### src/rtl/exec_datapath_p.sv
// Execute stage: operand select, barrel shifter, ALU, NZCV flags and a registered result.
// Latency: 2 cycles from offer to out_valid (DATA_W+1 for MUL when EXEC_MUL_EN is defined).
// Backpressure: result held in HOLD until out_ready; a new op is taken in the same cycle as the drain.
module exec_datapath_p #(
    parameter int DATA_W  = 32,
    parameter int NUM_FWD = 2,
    parameter int SEL_W   = $clog2(NUM_FWD + 2)
) (
    input  logic                      clk,
    input  logic                      rst_n,
    input  logic                      flush,
    input  logic                      in_valid,
    output logic                      in_ready,
    input  logic [DATA_W-1:0]         rf_a,
    input  logic [DATA_W-1:0]         rf_b,
    input  logic [DATA_W-1:0]         rf_s,
    input  logic [NUM_FWD*DATA_W-1:0] fwd_data,
    input  logic [SEL_W-1:0]          sel_a,
    input  logic [SEL_W-1:0]          sel_b,
    input  logic [SEL_W-1:0]          sel_s,
    input  logic [DATA_W-1:0]         imm,
    input  logic                      use_imm,
    input  logic [1:0]                shift_op,
    input  logic [7:0]                shift_imm,
    input  logic                      shift_by_reg,
    input  logic [3:0]                alu_op,
    input  logic                      set_flags,
    input  logic                      post_index,
    output logic                      out_valid,
    input  logic                      out_ready,
    output logic [DATA_W-1:0]         result,
    output logic [DATA_W-1:0]         addr_out,
    output logic [3:0]                flags,
    output logic                      busy
);
    localparam int CNT_W = $clog2(DATA_W);
    localparam logic [31:0] WL = 32'(DATA_W);

    typedef enum logic [1:0] {IDLE, EXEC, MUL, HOLD} state_t;
    state_t state_q, state_d;

    logic [DATA_W-1:0] a_q, b_q, result_q, addr_q;
    logic [7:0]        amt_q;
    logic [1:0]        shift_op_q;
    logic [3:0]        alu_op_q, flags_q;
    logic              use_imm_q, set_flags_q, post_index_q;

    function automatic logic [DATA_W-1:0] pick(input logic [SEL_W-1:0] sel,
                                               input logic [DATA_W-1:0] rf,
                                               input logic [NUM_FWD*DATA_W-1:0] fwd);
        logic [DATA_W-1:0] v;
        v = '0;
        if (sel == '0) v = rf;
        for (int k = 0; k < NUM_FWD; k++)
            if (sel == SEL_W'(k + 1)) v = fwd[k*DATA_W +: DATA_W];
        return v;
    endfunction

    logic [DATA_W-1:0] op_a, op_b, op_s;
    logic              unused_s;
    assign op_a     = pick(sel_a, rf_a, fwd_data);
    assign op_b     = pick(sel_b, rf_b, fwd_data);
    assign op_s     = pick(sel_s, rf_s, fwd_data);
    assign unused_s = ^op_s;

    logic accept;
    assign in_ready = !flush && (state_q == IDLE || (state_q == HOLD && out_ready));
    assign accept   = in_valid && in_ready;

    // Shifter on the registered B operand; carry-in is the live C flag.
    logic [DATA_W-1:0] b_sh, rot;
    logic              sh_c;
    logic [DATA_W:0]   sh_l, sh_r, sh_a;
    logic [31:0]       amt32, asr_n;
    logic [CNT_W-1:0]  rot_n;
    always_comb begin
        b_sh  = b_q;
        sh_c  = flags_q[1];
        amt32 = 32'(amt_q);
        asr_n = (amt32 > WL) ? WL : amt32;
        rot_n = CNT_W'(amt_q);
        sh_l  = {1'b0, b_q} << amt_q;
        sh_r  = {b_q, 1'b0} >> amt_q;
        sh_a  = $signed({b_q, 1'b0}) >>> asr_n;
        rot   = DATA_W'({b_q, b_q} >> rot_n);
        if (!use_imm_q && amt_q != 8'd0) begin
            case (shift_op_q)
                2'd0: {sh_c, b_sh} = (amt32 <= WL) ? sh_l : '0;
                2'd1: {b_sh, sh_c} = (amt32 <= WL) ? sh_r : '0;
                2'd2: {b_sh, sh_c} = sh_a;
                default: begin
                    b_sh = rot;
                    sh_c = rot[DATA_W-1];
                end
            endcase
        end
    end

    logic [DATA_W-1:0] bx, alu_res;
    logic [DATA_W:0]   sum;
    logic              cin, alu_c, alu_v, is_sub;
    logic [3:0]        alu_flags;
    always_comb begin
        is_sub  = (alu_op_q == 4'd2) || (alu_op_q == 4'd3);
        cin     = (alu_op_q == 4'd1 || alu_op_q == 4'd3) ? flags_q[1] : is_sub;
        bx      = is_sub ? ~b_sh : b_sh;
        sum     = {1'b0, a_q} + {1'b0, bx} + {{DATA_W{1'b0}}, cin};
        alu_res = b_sh;
        alu_c   = sh_c;
        alu_v   = flags_q[0];
        case (alu_op_q)
            4'd0, 4'd1, 4'd2, 4'd3: begin
                alu_res = sum[DATA_W-1:0];
                alu_c   = sum[DATA_W];
                alu_v   = (a_q[DATA_W-1] == bx[DATA_W-1]) && (sum[DATA_W-1] != a_q[DATA_W-1]);
            end
            4'd4:    alu_res = a_q & b_sh;
            4'd5:    alu_res = a_q | b_sh;
            4'd6:    alu_res = a_q ^ b_sh;
            4'd8:    alu_res = ~b_sh;
            4'd9:    alu_res = '0;
            default: alu_res = b_sh;
        endcase
        alu_flags = {alu_res[DATA_W-1], alu_res == '0, alu_c, alu_v};
    end

`ifdef EXEC_MUL_EN
    logic [DATA_W-1:0] acc_q, mul_part, mul_acc;
    logic [CNT_W-1:0]  cnt_q;
    logic              mul_last;
    assign mul_part = b_sh[cnt_q] ? (a_q << cnt_q) : '0;
    assign mul_acc  = acc_q + mul_part;
    assign mul_last = (cnt_q == CNT_W'(DATA_W - 1));
`endif

    always_comb begin
        state_d = state_q;
        case (state_q)
            IDLE: if (accept) state_d = EXEC;
            EXEC: state_d = HOLD;
`ifdef EXEC_MUL_EN
            MUL:  if (mul_last) state_d = HOLD;
`endif
            HOLD: if (out_ready) state_d = accept ? EXEC : IDLE;
            default: state_d = IDLE;
        endcase
`ifdef EXEC_MUL_EN
        if (accept && alu_op == 4'd9) state_d = MUL;
`endif
        if (flush) state_d = IDLE;
    end

    always_ff @(posedge clk or negedge rst_n) begin
        if (!rst_n) state_q <= IDLE;
        else        state_q <= state_d;
    end

    always_ff @(posedge clk or negedge rst_n) begin
        if (!rst_n) begin
            a_q          <= '0;
            b_q          <= '0;
            amt_q        <= '0;
            shift_op_q   <= '0;
            alu_op_q     <= '0;
            use_imm_q    <= 1'b0;
            set_flags_q  <= 1'b0;
            post_index_q <= 1'b0;
            result_q     <= '0;
            addr_q       <= '0;
            flags_q      <= '0;
`ifdef EXEC_MUL_EN
            acc_q        <= '0;
            cnt_q        <= '0;
`endif
        end else begin
            if (accept) begin
                a_q          <= op_a;
                b_q          <= use_imm ? imm : op_b;
                amt_q        <= shift_by_reg ? op_s[7:0] : shift_imm;
                shift_op_q   <= shift_op;
                alu_op_q     <= alu_op;
                use_imm_q    <= use_imm;
                set_flags_q  <= set_flags;
                post_index_q <= post_index;
`ifdef EXEC_MUL_EN
                acc_q        <= '0;
                cnt_q        <= '0;
`endif
            end
            if (state_q == EXEC && !flush) begin
                result_q <= alu_res;
                addr_q   <= post_index_q ? a_q : alu_res;
                if (set_flags_q && alu_op_q != 4'd9) flags_q <= alu_flags;
            end
`ifdef EXEC_MUL_EN
            if (state_q == MUL && !flush) begin
                acc_q <= mul_acc;
                cnt_q <= cnt_q + 1'b1;
                if (mul_last) begin
                    result_q <= mul_acc;
                    addr_q   <= post_index_q ? a_q : mul_acc;
                    if (set_flags_q) flags_q[3:2] <= {mul_acc[DATA_W-1], mul_acc == '0};
                end
            end
`endif
        end
    end

    assign out_valid = (state_q == HOLD);
    assign result    = result_q;
    assign addr_out  = addr_q;
    assign flags     = flags_q;
    assign busy      = (state_q != IDLE);
endmodule

### config.mk
export PLATFORM = sky130hd
export DESIGN_NAME = exec_datapath_p
export DESIGN_NICKNAME = d
export VERILOG_FILES = /design/src/rtl/exec_datapath_p.sv
export SDC_FILE = /design/constraint.sdc
export NUM_CORES = 1
export LEC_CHECK = 0
export CAP_MARGIN = 20
export CELL_PAD_IN_SITES_DETAIL_PLACEMENT = 1
export CELL_PAD_IN_SITES_GLOBAL_PLACEMENT = 1
export CORE_MARGIN = 1
export CORE_UTILIZATION = 40
export CTS_BUF_LIST = sky130_fd_sc_hd__clkbuf_2 sky130_fd_sc_hd__clkbuf_4 sky130_fd_sc_hd__clkbuf_8
export DETAILED_ROUTE_END_ITERATION = 6
export PLACE_DENSITY_LB_ADDON = 0.25
export RECOVER_POWER = 25
export SLEW_MARGIN = 0
export SYNTH_ARGS = -nofsm -noshare
export SYNTH_HDL_FRONTEND = slang
export SYNTH_SLANG_ARGS = --single-unit
### constraint.sdc
create_clock -name clk -period 6.65 [get_ports clk]
set_input_delay 0.665 -clock clk [delete_from_list [all_inputs] [get_ports clk]]
set_output_delay 0.665 -clock clk [all_outputs]
set_load 0.01 [all_outputs]
# Word-level counts from Yosys, hierarchy flattened
# Cells that the tools add are included.
# classes
add_sub_neg	2
order_cmp	2
eq_ne	23
shift	4
mux	28
n_bitwise	4
n_reduce_logical	27
# ops
operator	n
$mux W32	10
$pmux W32 S6	1
$pmux W32 S3	1
$mux W33	2
$shr A64 B5 Y32	1
$mux W8	5
$add A32 B32 Y33	1
$add A33 B1 Y33	1
$shl A32 B8 Y33	1
$shr A33 B8 Y33	1
$sshr A33 B8 Y33	1
$and A32 B32 Y32	1
$logic_not A32 Y1	1
$not A32 Y32	1
$or A32 B32 Y32	1
$xor A32 B32 Y32	1
$eq A4 B3 Y1 const B	3
$eq A2 B1 Y1 const B	5
$eq A2 B2 Y1 const B	5
$logic_not A2 Y1	5
$eq A4 B2 Y1 const B	2
$eq A4 B4 Y1 const B	2
$gt A8 B6 Y1 const B	1
$le A8 B6 Y1 const B	1
other kinds (19)	36
# word_totals
regBits	151
inputBits	221
output_inout_bits	71
word_cells	104

# Depth between registers and ports, before layout
# logic_depth
depth_word	11
ltp_mapped	29
ltp_nobuf	23

# Worst setup path after synthesis
# Ideal clock, no wire load.
# synth_path
kind	reg2reg
from	reg amt_q[5]
to	reg addr_q[31], in the netlist addr_out[31]
setup_time_ns	0.125
t_arrival_ns	5.935
t_required_ns	6.525
path_slack_ns	0.591
path_stages_with_launch	28
path_buffers	4
synth_period_minus_slack_ns	6.059
cell_sequence	dfrtp_1 buf_4 buf_2 nor4b_1 clkbuf_1 clkbuf_1 nand2_1 o221ai_1 a211oi_1 nor4b_1 a211oi_1 nor2_1 nor2_1 a21oi_1 xor2_1 ha_1 a21oi_1 o21ai_0 a221oi_1 o21ai_1 a31o_2 o41ai_1 o21a_1 o21ai_1 xor2_1 a2111oi_0 o21ai_0 mux2_2
# synth_via
elab_chain_len	11
elab_cells_between_ends	21
cone_classes	add/sub (2); order compare (2); shift (3); mux (8); bitwise (4); reduce/logical (2)
# synth_rtl
item	line_no	source
start: declaration	43	logic [7:0] amt_q;
start signal: assignment	179	amt_q <= shift_by_reg ? op_s[7:0] : shift_imm;
$gt A8 B6 Y1	80	asr_n = (amt32 > WL) ? WL : amt32;
$mux W8	80	
$sshr A33 B8 Y33	84	sh_a = $signed({b_q, 1'b0}) >>> asr_n;
$pmux W32 S3	87	case (shift_op_q)
$mux W32 (*)	86	if (!use_imm_q && amt_q != 8'd0) begin
$not A32 Y32	106, 120	
$mux W32	106	bx = is_sub ? ~b_sh : b_sh;
$add A32 B32 Y33	107	sum = {1'b0, a_q} + {1'b0, bx} + {{DATA_W{1'b0}}, cin};
$add A33 B1 Y33	107	
$pmux W32 S6 (*)	111	case (alu_op_q)
$mux W32 (*)	192	addr_q <= post_index_q ? a_q : alu_res;
end signal: assignment	192	
end: declaration	42	logic [DATA_W-1:0] a_q, b_q, result_q, addr_q;
# Mark *: on every way between the ends. The rest lies on a longest branch, timed or not.
# A chain may end at the register's enable or synchronous reset.

# Final worst setup path
# layout_path
from	reg amt_q[0]
to	reg addr_q[31], in the netlist addr_out[31]
# The elaborated chain is that of the path after synthesis.

==> results.py <==
metrics = {
    "sta": {
        "fmax_mhz": 152,
        "slew_viol_final": 0,
        "final.setup_skew_ns": 0.0252,
        "period_minus_slack_ns": 6.58,
        "fin_crit_sh_pct": 99.0,
        "report.final.setup_viol": 0,
        "timing.final.hold_violations": 0,
        "worstMarginPinSlew_ns": 1.21,
        "max-slew-margin-rel_pct": 18.9,
    },
    "route": {
        "wl_met3_mm": 15.2,
        "wl_mm": 128,
        "firstDrtPassIters": 7,
        "top_layer": "met5",
        "drc_errors": 1,
        "dr_total_vias": 26200,
        "ant_nets": 0,
        "viasPerCell": 6.90,
        "wl_per_cell_um": 33.7,
        "wl_met2_mm": 56.2,
        "wl_met1_mm": 46.2,
        "dr.first_iter.drc_count": 3127,
    },
    "clock_network": {
        "insertion_delay_ns": 0.57,
        "clock_sinks": 151,
        "htreeDepth": 4,
        "cts_inserted_buffers": 17,
        "tritoncts": "yes",
        "clk_pin_slew_ns": 0.11,
        "clockBufferDepth": 2,
        "cts_hold_buf": 0,
        "root_buffer": "clkbuf_8",
    },
    "synth": {
        "synth_cell_types": 99,
        "synth_edf_count": 0,
        "ys_seq_area_share_pct": 18.1,
        "ys.flop_type": "dfrtp_1",
        "synth.avg_cell_area_sq_um": 7.84,
        "synthCells": 2668,
        "synth_area_leaders": "dfrtp_1 (18%), mux2i_1 (11%), mux4_2 (7.0%), ha_1 (5.7%), o21ai_0 (5.7%)",
        "syn_nets": 2987,
        "synth_top_cell_by_area": "dfrtp_1",
        "synthesis.area_sq_um": 20900,
        "ys_ff_latch": 151,
        "netlist.area_leader.share_pct": 18.1,
        "yosys_warnings": 0,
        "async_reset_ff_share_pct": 100,
    },
    "pwr": {
        "swShare_pct": 53.7,
        "p_seq_share_pct": 14.1,
        "p_sw_mw": 6.16,
        "power_mw": 11.5,
        "internal_power_mw": 5.31,
        "p_per_area_nw_per_um2": 420,
        "p_clk_share_pct": 6.7,
        "leakagePower_nw": 11.7,
        "ir_drop_v": 0.000172,
        "combinationalPowerShare_pct": 79.2,
    },
    "setup_path": {
        "reg2reg_depth": 23,
        "crit_slowest_cell": "mux2i_1",
        "path_class": "flop to flop",
        "cp_num_buf_inv": 4,
        "critPathMaxStageDelay_ns": 0.49,
        "cp-end-kind": "flop",
        "crit_path_start_kind": "flop",
        "worstPathCellList": "buf_12 > buf_12 > mux2i_1 > mux2i_1 > a31o_2 > a21oi_1 > a31oi_1 > a2111o_2 > xor2_1 > ha_1 > and4_1 > a221oi_2 > o21ai_2 > a31o_2 > o41ai_2 > buf_4 > o21a_1 > o21ai_1 > xor2_1 > a2111oi_2 > buf_4 > o21ai_0 > mux2_2",
        "critical-path-top-delay-family": "compound AO/OA/AOI/OAI gates",
        "arrival_ns": 7.03,
        "cp.depth": 23,
        "cp_max_fo": 29,
        "critical_path_required_ns": 7.10,
    },
    "floorplan": {
        "initial_core_util_pct": 40.6,
        "core_sq_um": 51500,
        "die_area_sq_um": 53200,
        "fp.dieW_um": 231,
        "rows": 83,
        "die_h_um": 231,
        "ios": 292,
    },
    "worst_hold_path": {
        "hold_class": "primary input to asynchronous set/reset pin",
    },
    "global_route": {
        "grt_pass1_vias": 26500,
        "grt_overflow": 0,
        "globalRouteTotalUtil_pct": 46.9,
        "antenna_found_initial": 11,
        "grt_pass1_wl_mm": 182,
        "grt_max_degree": 102,
    },
    "outcome": {
        "status": "complete, but fails checks",
        "violations": "DRC",
    },
    "layout": {
        "finish.instance_area_sq_um": 27300,
        "drive_gt1_share_pct": 21.8,
        "area_growth_pct": 30.4,
        "layout.nets": 3410,
    },
    "run": {
        "max_cap_violations": 0,
    },
    "placement": {
        "placed_cell_area_sq_um": 26500,
        "io_buffers": 267,
        "routabilityCongestion": 1.13,
        "dp_hpwl_mm": 99.7,
    },
}
-- sequential cells by signal (all words and copies together), names as in the netlist --
signal,count
a_q,32
addr_out,32
b_q,32
result,32
amt_q,8
alu_op_q,4
flags,4
shift_op_q,2
state_q,2
post_index_q,1
set_flags_q,1
use_imm_q,1
-- synth_stat cells (13+ instances only) --
master / number
nand3_1: 40
ha_1: 96
and3_1: 15
xor2_1: 20
o22ai_1: 44
a22oi_1: 28
a211o_1: 13
nor3_1: 45
o221ai_1: 16
a31oi_1: 27
o31ai_1: 17
clkbuf_1: 179
a21oi_1: 189
nor2b_1: 17
o21ai_1: 13
buf_4: 14
and2_1: 14
buf_1: 25
nand2_1: 297
nand2b_1: 16
a211oi_1: 102
buf_2: 38
dfrtp_1: 151
mux2_2: 61
mux4_2: 65
or2_2: 15
inv_1: 78
nor2_1: 206
xnor2_1: 36
a21o_1: 20
a221oi_1: 36
o211ai_1: 47
o21ai_0: 239
mux2i_1: 240
-- repair_timing --
item | CTS | global route
setup buffers | 1 | 11
setup endpoints to repair | 2 | 10
cloned | 0 | 1
pin swaps | 1 | 8
resized for setup | 11 | 52
-- cells by family after synthesis --
| logic type | after synthesis | share of synthesized area [%] |
|---|---|---|
| buffers and inverters | 350 | 7.22 |
| flip-flops | 151 | 18.1 |
| AO/OA/AOI/OAI | 907 | 28.3 |
| XOR/XNOR | 56 | 2.35 |
| multiplexers | 367 | 21.8 |
| AND/OR/NAND/NOR | 739 | 16.3 |
| adder cells (fa/ha/maj) | 98 | 5.94 |
-- cells in the final DEF (no fill, tap or decap), drive strengths merged, types with 9 or more instances in the layout --
cell           count
xnor2             36
a22o              10
o31ai             19
dfrtp            151
and2              15
o211ai            47
inv               88
nand2b            16
nand2            297
a21oi            189
nor4               9
nand4             11
o21ai            252
and3              15
o2111ai           12
a2111oi            9
o22ai             44
or2               15
ha                96
mux2i            241
a211oi           104
mux4              65
nor2b             17
nor3              46
a22oi             28
a31oi             27
xor2              20
clkdlybuf4s50    263
a211o             13
or3               11
nand3             40
a21o              20
mux2              61
o221ai            16
nor2             207
a221oi            37
clkbuf            17
buf              410
-- power groups by stage --
stage	Sequential, mW	Clock, mW	Combinational (mW)
after global placement	1.58	0	8.11
after detailed placement	1.62	0	8.47
after floorplan	1.51	0	4.50
after CTS	1.60	0.781	8.59
final	1.61	0.765	9.09
after global routing	1.64	0.800	9.41
-- worst reg2reg max path: cells and delay by family (launching register included) --
family	cells	cell delay, ns
buffers and inverters	4	0.79
AOI/OAI and AO/OA	12	3.03
muxes	3	1.22
adders and majority gates	1	0.37
DFF	1	0.45
xor gates and xnor gates	2	0.35
and+or+nand+nor	1	0.26
-- per-layer routing --
| layer | vias to the layer above | GRT usage, % |
|---|---|---|
| met1 | 12900 | 56.1 |
| li1 | 10900 | - |
| met2 | 1889 | 73.1 |
| met4 | 10 | 30.5 |
| met3 | 494 | 13.9 |
| met5 | - | 0 |
-- through the flow --
step	instances	worst slack (ns)	hold WS (ns)	TNS (ns)	util [%]
floorplan	2668	0.591	0.369	0	-
global placement	3738	0.0697	0.461	0	51.5
detailed placement	3739	-0.0275	0.471	-0.0336	51.5
CTS	3772	0.0177	0.215	0	52.3
global route	3787	-0.160	0.265	-0.228	52.9
finish	3791	0.0668	0.202	0	52.9
-- worst paths after layout --
kind,start,end,slack (ns)
min in group clk,addr_out[12]$_DFFE_PN0P_,addr_out[12]$_DFFE_PN0P_,0.49
worst min-delay path,rst_n,addr_out[29]$_DFFE_PN0P_,0.20
worst max-delay path,amt_q[0]$_DFFE_PN0P_,addr_out[31]$_DFFE_PN0P_,0.07
max in group asynchronous,rst_n,amt_q[0]$_DFFE_PN0P_,5.01
worst max register to register,amt_q[0]$_DFFE_PN0P_,addr_out[31]$_DFFE_PN0P_,0.07
worst min register to register,addr_out[12]$_DFFE_PN0P_,addr_out[12]$_DFFE_PN0P_,0.49
-- area by class of cell --
type | count | area [sq um]
diodes | 7 | 17.5
clock buffers | 17 | 234
clock inverters | 15 | 161
fillers | 6161 | 24200
inverters | 81 | 307
multi-input cells | 2167 | 15900
flip-flops and latches | 151 | 3790
well taps | 680 | 851
repair buffers | 673 | 5980
Power figures use the tool's default switching activity.
